$ cat config.mk
export PLATFORM = sky130hd
export DESIGN_NAME = wave_capture_ctrl_flat
export DESIGN_NICKNAME = d
export VERILOG_FILES = /design/src/rtl/wave_capture_ctrl_pkg.sv /design/src/rtl/wave_capture_ctrl_if.sv /design/src/rtl/wave_capture_ctrl_trig_detect.sv /design/src/rtl/wave_capture_ctrl.sv /design/src/flat_wrapper.sv
export SDC_FILE = /design/constraint.sdc
export NUM_CORES = 1
export LEC_CHECK = 0
export ABC_AREA = 1
export BUFFER_PORTS_ARGS = -buffer_cell sky130_fd_sc_hd__buf_4
export CAP_MARGIN = 20
export CORE_ASPECT_RATIO = 0.7
export CORE_MARGIN = 3
export CORE_UTILIZATION = 40
export CTS_CLUSTER_DIAMETER = 150
export DETAILED_ROUTE_END_ITERATION = 16
export GPL_TIMING_DRIVEN = 0
export SLEW_MARGIN = 10
export SYNTH_ARGS = -nofsm -noshare
export SYNTH_HDL_FRONTEND = slang
export SYNTH_SLANG_ARGS = --single-unit
$ cat constraint.sdc
create_clock -name clk -period 2.3 [get_ports clk]
set_input_delay 0.23 -clock clk [delete_from_list [all_inputs] [get_ports clk]]
set_output_delay 0.23 -clock clk [all_outputs]
set_load 0.05 [all_outputs]
$ cat src/rtl/wave_capture_ctrl_pkg.sv
// Shared codes and defaults for the scope waveform capture controller.
package wave_capture_ctrl_pkg;
  typedef enum logic [2:0] {
    ST_IDLE = 3'd0, ST_PRE = 3'd1, ST_ARMED = 3'd2, ST_POST = 3'd3, ST_DONE = 3'd4
  } cap_state_e;

  typedef enum logic [1:0] {
    MODE_AUTO = 2'd0, MODE_NORMAL = 2'd1, MODE_SINGLE = 2'd2, MODE_STOP = 2'd3
  } cap_mode_e;

  localparam int DEPTH_DEF = 200;
  localparam int AW_DEF    = 8;
  localparam int DW_DEF    = 8;
  localparam int X0_DEF    = 100;
endpackage

$ cat src/rtl/wave_capture_ctrl_if.sv
// Sample stream in, RAM write/read port out.
interface wave_capture_ctrl_if #(parameter int AW = 8, parameter int DW = 8);
  logic [DW-1:0] adc_data;
  logic          adc_valid;
  logic          ram_wren;
  logic [AW-1:0] ram_wraddr;
  logic [DW-1:0] ram_data;
  logic [AW-1:0] ram_rdaddr;

  modport master (input adc_data, adc_valid,
                  output ram_wren, ram_wraddr, ram_data, ram_rdaddr);
  modport slave  (output adc_data, adc_valid,
                  input ram_wren, ram_wraddr, ram_data, ram_rdaddr);
endinterface

$ cat src/rtl/wave_capture_ctrl_trig_detect.sv
// Level/slope trigger comparator between the incoming sample and the previous one.
module trig_detect #(
  parameter int DW = 8
) (
  input  logic          clk,
  input  logic          rst,
  input  logic [DW-1:0] sample,
  input  logic          valid,
  input  logic [DW-1:0] level,
  input  logic          slope,
  input  logic          en,
  output logic          trig_hit
);
  // The incoming sample becomes s_cur on this edge; s_prev is the last one.
  logic [DW-1:0] s_prev;
  logic          rising, falling;

  always_ff @(posedge clk) begin
    if (rst)        s_prev <= '0;
    else if (valid) s_prev <= sample;
  end

  assign rising   = (s_prev < level) && (sample >= level);
  assign falling  = (s_prev > level) && (sample <= level);
  assign trig_hit = en && valid && (slope ? falling : rising);
endmodule

$ cat src/rtl/wave_capture_ctrl.sv
// Pre/post-trigger capture sequencer and trigger-aligned read addressing.
module wave_capture_ctrl
  import wave_capture_ctrl_pkg::*;
#(
  parameter int DEPTH     = DEPTH_DEF,
  parameter int AW        = AW_DEF,
  parameter int DW        = DW_DEF,
  parameter int PRE_DEPTH = 50,
  parameter int X0        = X0_DEF,
  parameter int AUTO_TO   = 1_000_000
) (
  input  logic                clk,
  input  logic                rst,
  wave_capture_ctrl_if.master bus,
  input  logic [DW-1:0]       trig_level,
  input  logic                trig_slope,
  input  logic [1:0]          mode,
  input  logic                arm,
  input  logic                frame_sync,
  input  logic [9:0]          value_x,
  output logic                frame_ready,
  output logic [2:0]          cap_state
);
  localparam int          TW   = $clog2(AUTO_TO + 1);
  localparam logic [AW:0] DEP  = (AW+1)'(DEPTH);
  localparam logic [9:0]  XLO  = 10'(X0);
  localparam logic [9:0]  XHI  = 10'(X0 + DEPTH);

  cap_state_e    st;
  cap_mode_e     run_mode;
  logic [AW-1:0] wp, trig_ptr, start_ptr, pre_cnt, post_cnt;
  logic [TW-1:0] to_cnt;
  logic          stop, wr, trig_hit, to_expired, fire, in_win;
  logic [AW-1:0] x_off;

  function automatic logic [AW-1:0] inc_ptr(input logic [AW-1:0] p);
    return (p == AW'(DEPTH - 1)) ? '0 : p + AW'(1);
  endfunction

  // One extra bit holds the borrow/carry; a single +/-DEPTH fixes it up.
  function automatic logic [AW-1:0] sub_mod(input logic [AW-1:0] a, input logic [AW-1:0] b);
    logic [AW:0] d;
    d = {1'b0, a} - {1'b0, b};
    if (d[AW]) d = d + DEP;
    return d[AW-1:0];
  endfunction

  function automatic logic [AW-1:0] add_mod(input logic [AW-1:0] a, input logic [AW-1:0] b);
    logic [AW:0] s;
    s = {1'b0, a} + {1'b0, b};
    if (s >= DEP) s = s - DEP;
    return s[AW-1:0];
  endfunction

  assign stop       = (mode == MODE_STOP);
  assign wr         = bus.adc_valid && !stop && (st == ST_PRE || st == ST_ARMED || st == ST_POST);
  assign to_expired = (to_cnt == TW'(AUTO_TO - 1));
  assign fire       = wr && (st == ST_ARMED) && (trig_hit || (run_mode == MODE_AUTO && to_expired));
  assign cap_state  = st;

  trig_detect #(.DW(DW)) u_trig (
    .clk(clk), .rst(rst), .sample(bus.adc_data), .valid(bus.adc_valid),
    .level(trig_level), .slope(trig_slope), .en(st == ST_ARMED && !stop),
    .trig_hit(trig_hit)
  );

  always_ff @(posedge clk) begin
    if (rst) begin
      st             <= ST_IDLE;
      run_mode       <= MODE_AUTO;
      wp             <= '0;
      trig_ptr       <= '0;
      start_ptr      <= '0;
      pre_cnt        <= '0;
      post_cnt       <= '0;
      to_cnt         <= '0;
      frame_ready    <= 1'b0;
      bus.ram_wren   <= 1'b0;
      bus.ram_wraddr <= '0;
      bus.ram_data   <= '0;
    end else begin
      bus.ram_wren <= wr;
      if (wr) begin
        bus.ram_wraddr <= wp;
        bus.ram_data   <= bus.adc_data;
        wp             <= inc_ptr(wp);
      end
      if (stop) st <= ST_IDLE;
      else begin
        case (st)
          ST_IDLE: if (mode == MODE_AUTO || mode == MODE_NORMAL || (mode == MODE_SINGLE && arm)) begin
            st          <= ST_PRE;
            run_mode    <= cap_mode_e'(mode);
            pre_cnt     <= '0;
            frame_ready <= 1'b0;
          end
          ST_PRE: if (wr) begin
            pre_cnt <= pre_cnt + AW'(1);
            if (pre_cnt == AW'(PRE_DEPTH - 1)) begin
              st     <= ST_ARMED;
              to_cnt <= '0;
            end
          end
          ST_ARMED: begin
            if (run_mode == MODE_AUTO && !to_expired) to_cnt <= to_cnt + TW'(1);
            if (fire) begin
              trig_ptr <= wp;
              post_cnt <= '0;
              st       <= ST_POST;
            end
          end
          ST_POST: if (wr) begin
            post_cnt <= post_cnt + AW'(1);
            if (post_cnt == AW'(DEPTH - PRE_DEPTH - 2)) begin
              st          <= ST_DONE;
              start_ptr   <= sub_mod(trig_ptr, AW'(PRE_DEPTH));
              frame_ready <= 1'b1;
            end
          end
          ST_DONE: if (((mode == MODE_AUTO || mode == MODE_NORMAL) && frame_sync) ||
                       (mode == MODE_SINGLE && arm)) begin
            st          <= ST_IDLE;
            frame_ready <= 1'b0;
          end
          default: st <= ST_IDLE;
        endcase
      end
    end
  end

  assign in_win = (value_x >= XLO) && (value_x < XHI);
  assign x_off  = AW'(value_x - XLO);

  always_ff @(posedge clk) begin
    if (rst)         bus.ram_rdaddr <= '0;
    else if (in_win) bus.ram_rdaddr <= add_mod(start_ptr, x_off);
  end
endmodule

$ cat src/flat_wrapper.sv
// flat-port wrapper written by rule: the top's interface ports become plain ports
module wave_capture_ctrl_flat import wave_capture_ctrl_pkg::*;
#(
  parameter int DEPTH     = DEPTH_DEF,
  parameter int AW        = AW_DEF,
  parameter int DW        = DW_DEF,
  parameter int PRE_DEPTH = 50,
  parameter int X0        = X0_DEF,
  parameter int AUTO_TO   = 1_000_000
)
  (clk, rst, trig_level, trig_slope, mode, arm, frame_sync, value_x, frame_ready, cap_state, bus_adc_data, bus_adc_valid, bus_ram_wren, bus_ram_wraddr, bus_ram_data, bus_ram_rdaddr);
  wave_capture_ctrl_if #(.AW(AW), .DW(DW)) bus_i ();
  input  logic clk;
  input  logic rst;
  input  logic [DW-1:0] trig_level;
  input  logic trig_slope;
  input  logic [1:0] mode;
  input  logic arm;
  input  logic frame_sync;
  input  logic [9:0] value_x;
  output logic frame_ready;
  output logic [2:0] cap_state;
  input wire logic [$bits(bus_i.adc_data)-1:0] bus_adc_data;
  input wire logic [$bits(bus_i.adc_valid)-1:0] bus_adc_valid;
  output wire logic [$bits(bus_i.ram_wren)-1:0] bus_ram_wren;
  output wire logic [$bits(bus_i.ram_wraddr)-1:0] bus_ram_wraddr;
  output wire logic [$bits(bus_i.ram_data)-1:0] bus_ram_data;
  output wire logic [$bits(bus_i.ram_rdaddr)-1:0] bus_ram_rdaddr;
  assign bus_i.adc_data = bus_adc_data;
  assign bus_i.adc_valid = bus_adc_valid;
  assign bus_ram_wren = bus_i.ram_wren;
  assign bus_ram_wraddr = bus_i.ram_wraddr;
  assign bus_ram_data = bus_i.ram_data;
  assign bus_ram_rdaddr = bus_i.ram_rdaddr;
  wave_capture_ctrl #(.DEPTH(DEPTH), .AW(AW), .DW(DW), .PRE_DEPTH(PRE_DEPTH), .X0(X0), .AUTO_TO(AUTO_TO)) u_core (.clk(clk), .rst(rst), .bus(bus_i), .trig_level(trig_level), .trig_slope(trig_slope), .mode(mode), .arm(arm), .frame_sync(frame_sync), .value_x(value_x), .frame_ready(frame_ready), .cap_state(cap_state));
endmodule
# Word-level counts from Yosys, hierarchy flattened
# Cells that the tools add are included.
# W data, S select, Z words.
# word_totals
in_bits	34
ff_bits	99
# op_classes
n_eq_ne	19
addsub	9
magnitude_cmp	7
reduce_logical	38
bitwise_logic	1
n_mux	27
# op_table
operator	count
$mux W20	3
$mux W8	7
$pmux W20 S2	1
$pmux W8 S2	2
$add A8 B1 Y8 const B	3
$mux W3	7
$add A20 B1 Y20 const B	1
$eq A20 B20 Y1 const B	1
$eq A8 B8 Y1 const B	2
$pmux W3 S5	1
$logic_and A1 B1 Y1	14
$reduce_and A4 Y1	3
$ge A10 B7 Y1 const B	1
$lt A10 B9 Y1 const B	1
$ne A2 B1 Y1 const B	5
$add A8 B8 Y9	1
$ge A9 B8 Y1 const B	1
$sub A8 B6 Y9 const B	1
$add A8 B8 Y8 const B	1
$eq A8 B6 Y1 const B	1
$ge A8 B8 Y1	1
$gt A8 B8 Y1	1
$le A8 B8 Y1	1
$lt A8 B8 Y1	1
22 further kinds	40

# Depth between registers and ports, before layout
# logic_depth
depth_word	9
depth_mapped	18
depth_no_buf	18

# Cells and area by module
# From an unflattened synthesis, not the netlist that was laid out.
# hier_totals
cells_unflattened	879
area_unflattened_um2	5955.7
# by_module_without_submodules
mod	cells_per_inst	instances	area_each_um2
wave_capture_ctrl	764	1	5200.0
trig_detect	115	1	755.7

# Worst setup path before layout
# Ideal clock, no wire load.
# synth_path
path_type	input port to flip-flop
from	input value_x[2]
to	register u_core.bus.ram_rdaddr[3]
arrival_ns	2.129
path_stages	18
required_time_ns	2.191
n_path_buf	0
setup_slack_ns	0.062
setup_ns	0.109
path_cell_list	inv_1 > ha_1 > a21oi_1 > xor2_1 > inv_1 > ha_1 > nand2_1 > nand2_1 > a31oi_1 > nand2_1 > nand2_1 > nand2_1 > nand3_1 > nand2_1 > nand2_1 > nand3_1 > nand2_1 > inv_1
# synth_between
elab_chain_len	4
# synth_lines
item	line	source
from (decl)	flat_wrapper.sv:20	input logic [9:0] value_x;
$sub A8 B7 Y8	wave_capture_ctrl.sv:132	assign x_off = AW'(value_x - XLO);
$add A8 B8 Y9	wave_capture_ctrl.sv:50	s = {1'b0, a} + {1'b0, b};
$sub A8 B8 Y8 or $ge A9 B8 Y1 (tied branches)	wave_capture_ctrl.sv:51	if (s >= DEP) s = s - DEP;
$mux W8	wave_capture_ctrl.sv:51	
to (signal assigned)	wave_capture_ctrl.sv:136	else if (in_win) bus.ram_rdaddr <= add_mod(start_ptr, x_off);
to (decl)	wave_capture_ctrl_if.sv:11	output ram_wren, ram_wraddr, ram_data, ram_rdaddr);
# Parallel ways exist; a longest one is shown, timed or not.
# A chain may end at the register's enable or synchronous reset.

# Worst setup path in the final report
# layout_path
from	register u_core.start_ptr[0]
to	register u_core.bus.ram_rdaddr[7]
# layout_between
elab_chain_len	3
# layout_lines
item	line	source
from (decl)	wave_capture_ctrl.sv:31	logic [AW-1:0] wp, trig_ptr, start_ptr, pre_cnt, post_cnt;
from (signal assigned)	wave_capture_ctrl.sv:116	start_ptr <= sub_mod(trig_ptr, AW'(PRE_DEPTH));
$add A8 B8 Y9 (*)	wave_capture_ctrl.sv:50	
$sub A8 B8 Y8 or $ge A9 B8 Y1 (tied branches)	wave_capture_ctrl.sv:51	
$mux W8 (*)	wave_capture_ctrl.sv:51	
# Every way passes the cells marked *; elsewhere a longest branch is shown, timed or not.

==> out/metrics.yaml <==
floorplan:
  coreArea_um2: 14100
  rows: 36
  die_y_um: 107
  die_w_um: 150
  io_pins: 63
  dieArea_um2: 16000
  start_util: 0.413
yosys:
  ys.flop_type: "dfxtp_1"
  yosysUniqueCellTypes: 44
  synth_edf_count: 0
  post-synth-top-area-cell: "dfxtp_1"
  syn-num-nets: 911
  async_flop_share: 0
  netlist_instances: 839
  avgSynthCellArea_um2: 6.92
  synth_area_um2: 5810
  yosysSeqAreaShare: 0.341
  yosysWarnings: 0
  synth_area_leaders: "dfxtp_1 34%, nand2_1 10%, ha_1 8.0%"
  ys_ff_latch: 99
  synth.top_cell.area_share: 0.341
final_layout:
  postLayoutCoreUtil: 0.491
  syn_to_final_growth_pct: 18.8
  multi_input_area_um2: 3370
  final_area_um2: 6900
  register_area_um2: 1980
  insertedDiodeCount: 0
  drive_gt1_frac: 0.149
  final_nets: 988
  stdcell_count: 1111
  fillCellCount: 1475
setup_path:
  crit_arrival_ps: 2420
  path_cells: "ha_4 -> inv_1 -> fa_2 -> nand3b_1 -> nand3b_1 -> nand2_2 -> ha_4 -> buf_4 -> nand2_1 -> nand2_1 -> a21oi_1 -> o31a_1 -> nor2_1"
  cp.required_ps: 2540
  crit_path_max_incr_delay_ps: 370
  endpoint_kind: "flop"
  path_max_fanout: 4
  path_class: "reg -> reg"
  crit_slowest_cell: "fa_2"
  critPathLaunchType: "flop"
  reg2reg_depth: 13
power:
  p_seq_frac: 0.376
  p_sw_w: 0.00220
  p_per_area_nw_per_um2: 790
  power.internal_w: 0.00325
  swShare: 0.403
  p_comb_frac: 0.352
  clkPwrFrac: 0.272
  leakage_nw: 3.06
  power.total_w: 0.00545
  peakVddDrop_mv: 0.548
route:
  drt_iter0_drc: 290
  vias: 5520
  via_per_inst: 4.97
  postRouteAntennaNets: 0
  drc: 0
  wl_per_cell_um: 13.4
  first_pass_iters: 5
  totalWireLength_um: 14900
global_routing:
  grtUsageTotal: 0.193
  grt_first_pass_wirelength_um: 24900
  grt_overflow: 0
  grt_max_degree: 19
  first_global_vias: 5012
  grt_antenna_before_repair: 0
clock_network:
  numCtsBuffers: 9
  clock_sinks: 99
  path_clk_slew_ps: 70
  cts-root-buf: "clkbuf_16"
  h-tree-depth: 3
  worstSkewPairLatency_ps: 350
  clockBufferDepth: 2
  cts_tree: "built"
placement:
  dpl_cell_area_um2: 6500
  port_buffers: 61
  globalplace.congestion: 0.861
  place_hpwl_um: 11300
  placed_cells: 1090
min_path:
  hp-class: "in -> reg"
  hold_path_depth: 3
timing:
  period_needed_ps: 2180
  relSlewSlack: 0.554
  skew_ps: 9.58
  period_share: 0.946
  fmax_mhz: 460
  tightestPinTransition_ps: 670
  finalHoldViolations: 0
  rsz0062_at_grt: "true"
  timing.final.setup_violations: 0
  finalMaxSlewViolations: 0
outcome:
  outcome: "finished clean"
run:
  max-cap-violations: 0
## path summary, 6_finish.rpt
path / from / end / slack [ps]
hold reg to reg: u_core.trig_ptr[1]$_SDFFE_PP0P_ / u_core.start_ptr[1]$_SDFFE_PP0P_ / 450
hold / removal: bus_adc_data[5] / u_core.u_trig.s_prev[5]$_SDFFE_PP0P_ / 120
setup reg to reg: u_core.start_ptr[0]$_SDFFE_PP0P_ / u_core.bus.ram_rdaddr[7]$_SDFFE_PP0P_ / 120
setup / recovery: u_core.start_ptr[0]$_SDFFE_PP0P_ / u_core.bus.ram_rdaddr[7]$_SDFFE_PP0P_ / 120
## through the flow
stage                     hold WS [ps]  worst slack (ps)  TNS, ps
after global routing               128             -39.9     -110
after floorplan                    365              61.8        0
after global placement             444              -329    -1320
after CTS                          111              45.9        0
after detailed placement           445              -326    -1310
final                              122               124        0
## layer usage
| layer | track usage | wire length (um) | up-vias |
|---|---|---|---|
| met5 | 0 | 0 | - |
| met4 | 0.0463 | 157 | 0 |
| met3 | 0.0389 | 656 | 12 |
| met2 | 0.277 | 5990 | 88 |
| met1 | 0.295 | 8090 | 2497 |
| li1 | - | - | 2923 |
## area by class of cell
type	count	area share
multi-input cells	610	0.488
inverters	108	0.0591
well taps	190	0.0345
flip-flops and latches	99	0.287
clock inverters	7	0.00871
clock buffers	9	0.0326
repair buffers	66	0.0718
plain buffers	22	0.0178
## cells by family after synthesis
family                     synth area share
and+or+nand+nor                       0.300
AOI/OAI and AO/OA                     0.148
buffers and inverters                0.0914
DFF                                   0.341
adders and majority gates            0.0832
xor gates and xnor gates             0.0362
## worst max-delay path, delay by kind of cell, from the launching register on
kind	cells	cell delay, ps
and+or+nand+nor	6	570
AOI/OAI and AO/OA	2	300
DFF	1	350
adders and majority gates	3	680
buffers and inverters	2	180
## sequential cells by signal, indices dropped and copies added, names as in the netlist
signal                 count
u_core.to_cnt             20
u_core.bus.ram_data        8
u_core.bus.ram_rdaddr      8
u_core.bus.ram_wraddr      8
u_core.post_cnt            8
u_core.pre_cnt             8
u_core.start_ptr           8
u_core.trig_ptr            8
u_core.u_trig.s_prev       8
u_core.wp                  8
u_core.cap_state           3
u_core.run_mode            2
u_core.bus.ram_wren        1
u_core.frame_ready         1
## power groups by stage
stage / Sequential (W) / Clock (W) / Combinational (W)
after detailed placement: 0.00208 / 0 / 0.00189
after global routing: 0.00208 / 0.00159 / 0.00212
after global placement: 0.00209 / 0 / 0.00189
final: 0.00205 / 0.00148 / 0.00192
after floorplan: 0.00243 / 0 / 0.000977
after CTS: 0.00205 / 0.00153 / 0.00190
## cell usage in the layout (no fill, tap or decap), types with 7 or more instances in the layout
cell / Yosys / layout
inv_1: 100 / 100
nand3_1: 53 / 50
ha_1: 37 / 33
nand2_1: 161 / 157
clkbuf_16: 0 / 9
clkbuf_1: 12 / 12
inv_2: 7 / 7
nor3_1: 20 / 20
xnor2_1: 7 / 7
buf_4: 1 / 67
a21oi_1: 79 / 77
dfxtp_1: 99 / 98
xor2_1: 17 / 17
o21ai_0: 57 / 57
nand2_2: 4 / 8
nand4_1: 20 / 20
nor2_1: 104 / 104
## cell usage after synthesis (all sizes together), types with 2 or more instances
library cell  count
nand2           166
nor2            109
inv             108
dfxtp            99
a21oi            80
o21ai            61
nand3            56
ha               37
nor3             25
nand4            20
xor2             17
clkbuf           12
buf              10
xnor2             7
o21a              6
nand3b            5
nor4              4
a21o              3
a31oi             2
o21bai            2
## repair_timing
action	in CTS	in global routing
setup endpoints to repair	4	5
endpoints found under the hold margin	0	0
pin swaps	1	7
buffers inserted	1	4
resized for setup	4	14
hold buffers	0	0
Note: power is estimated with default switching activity, not from simulation.
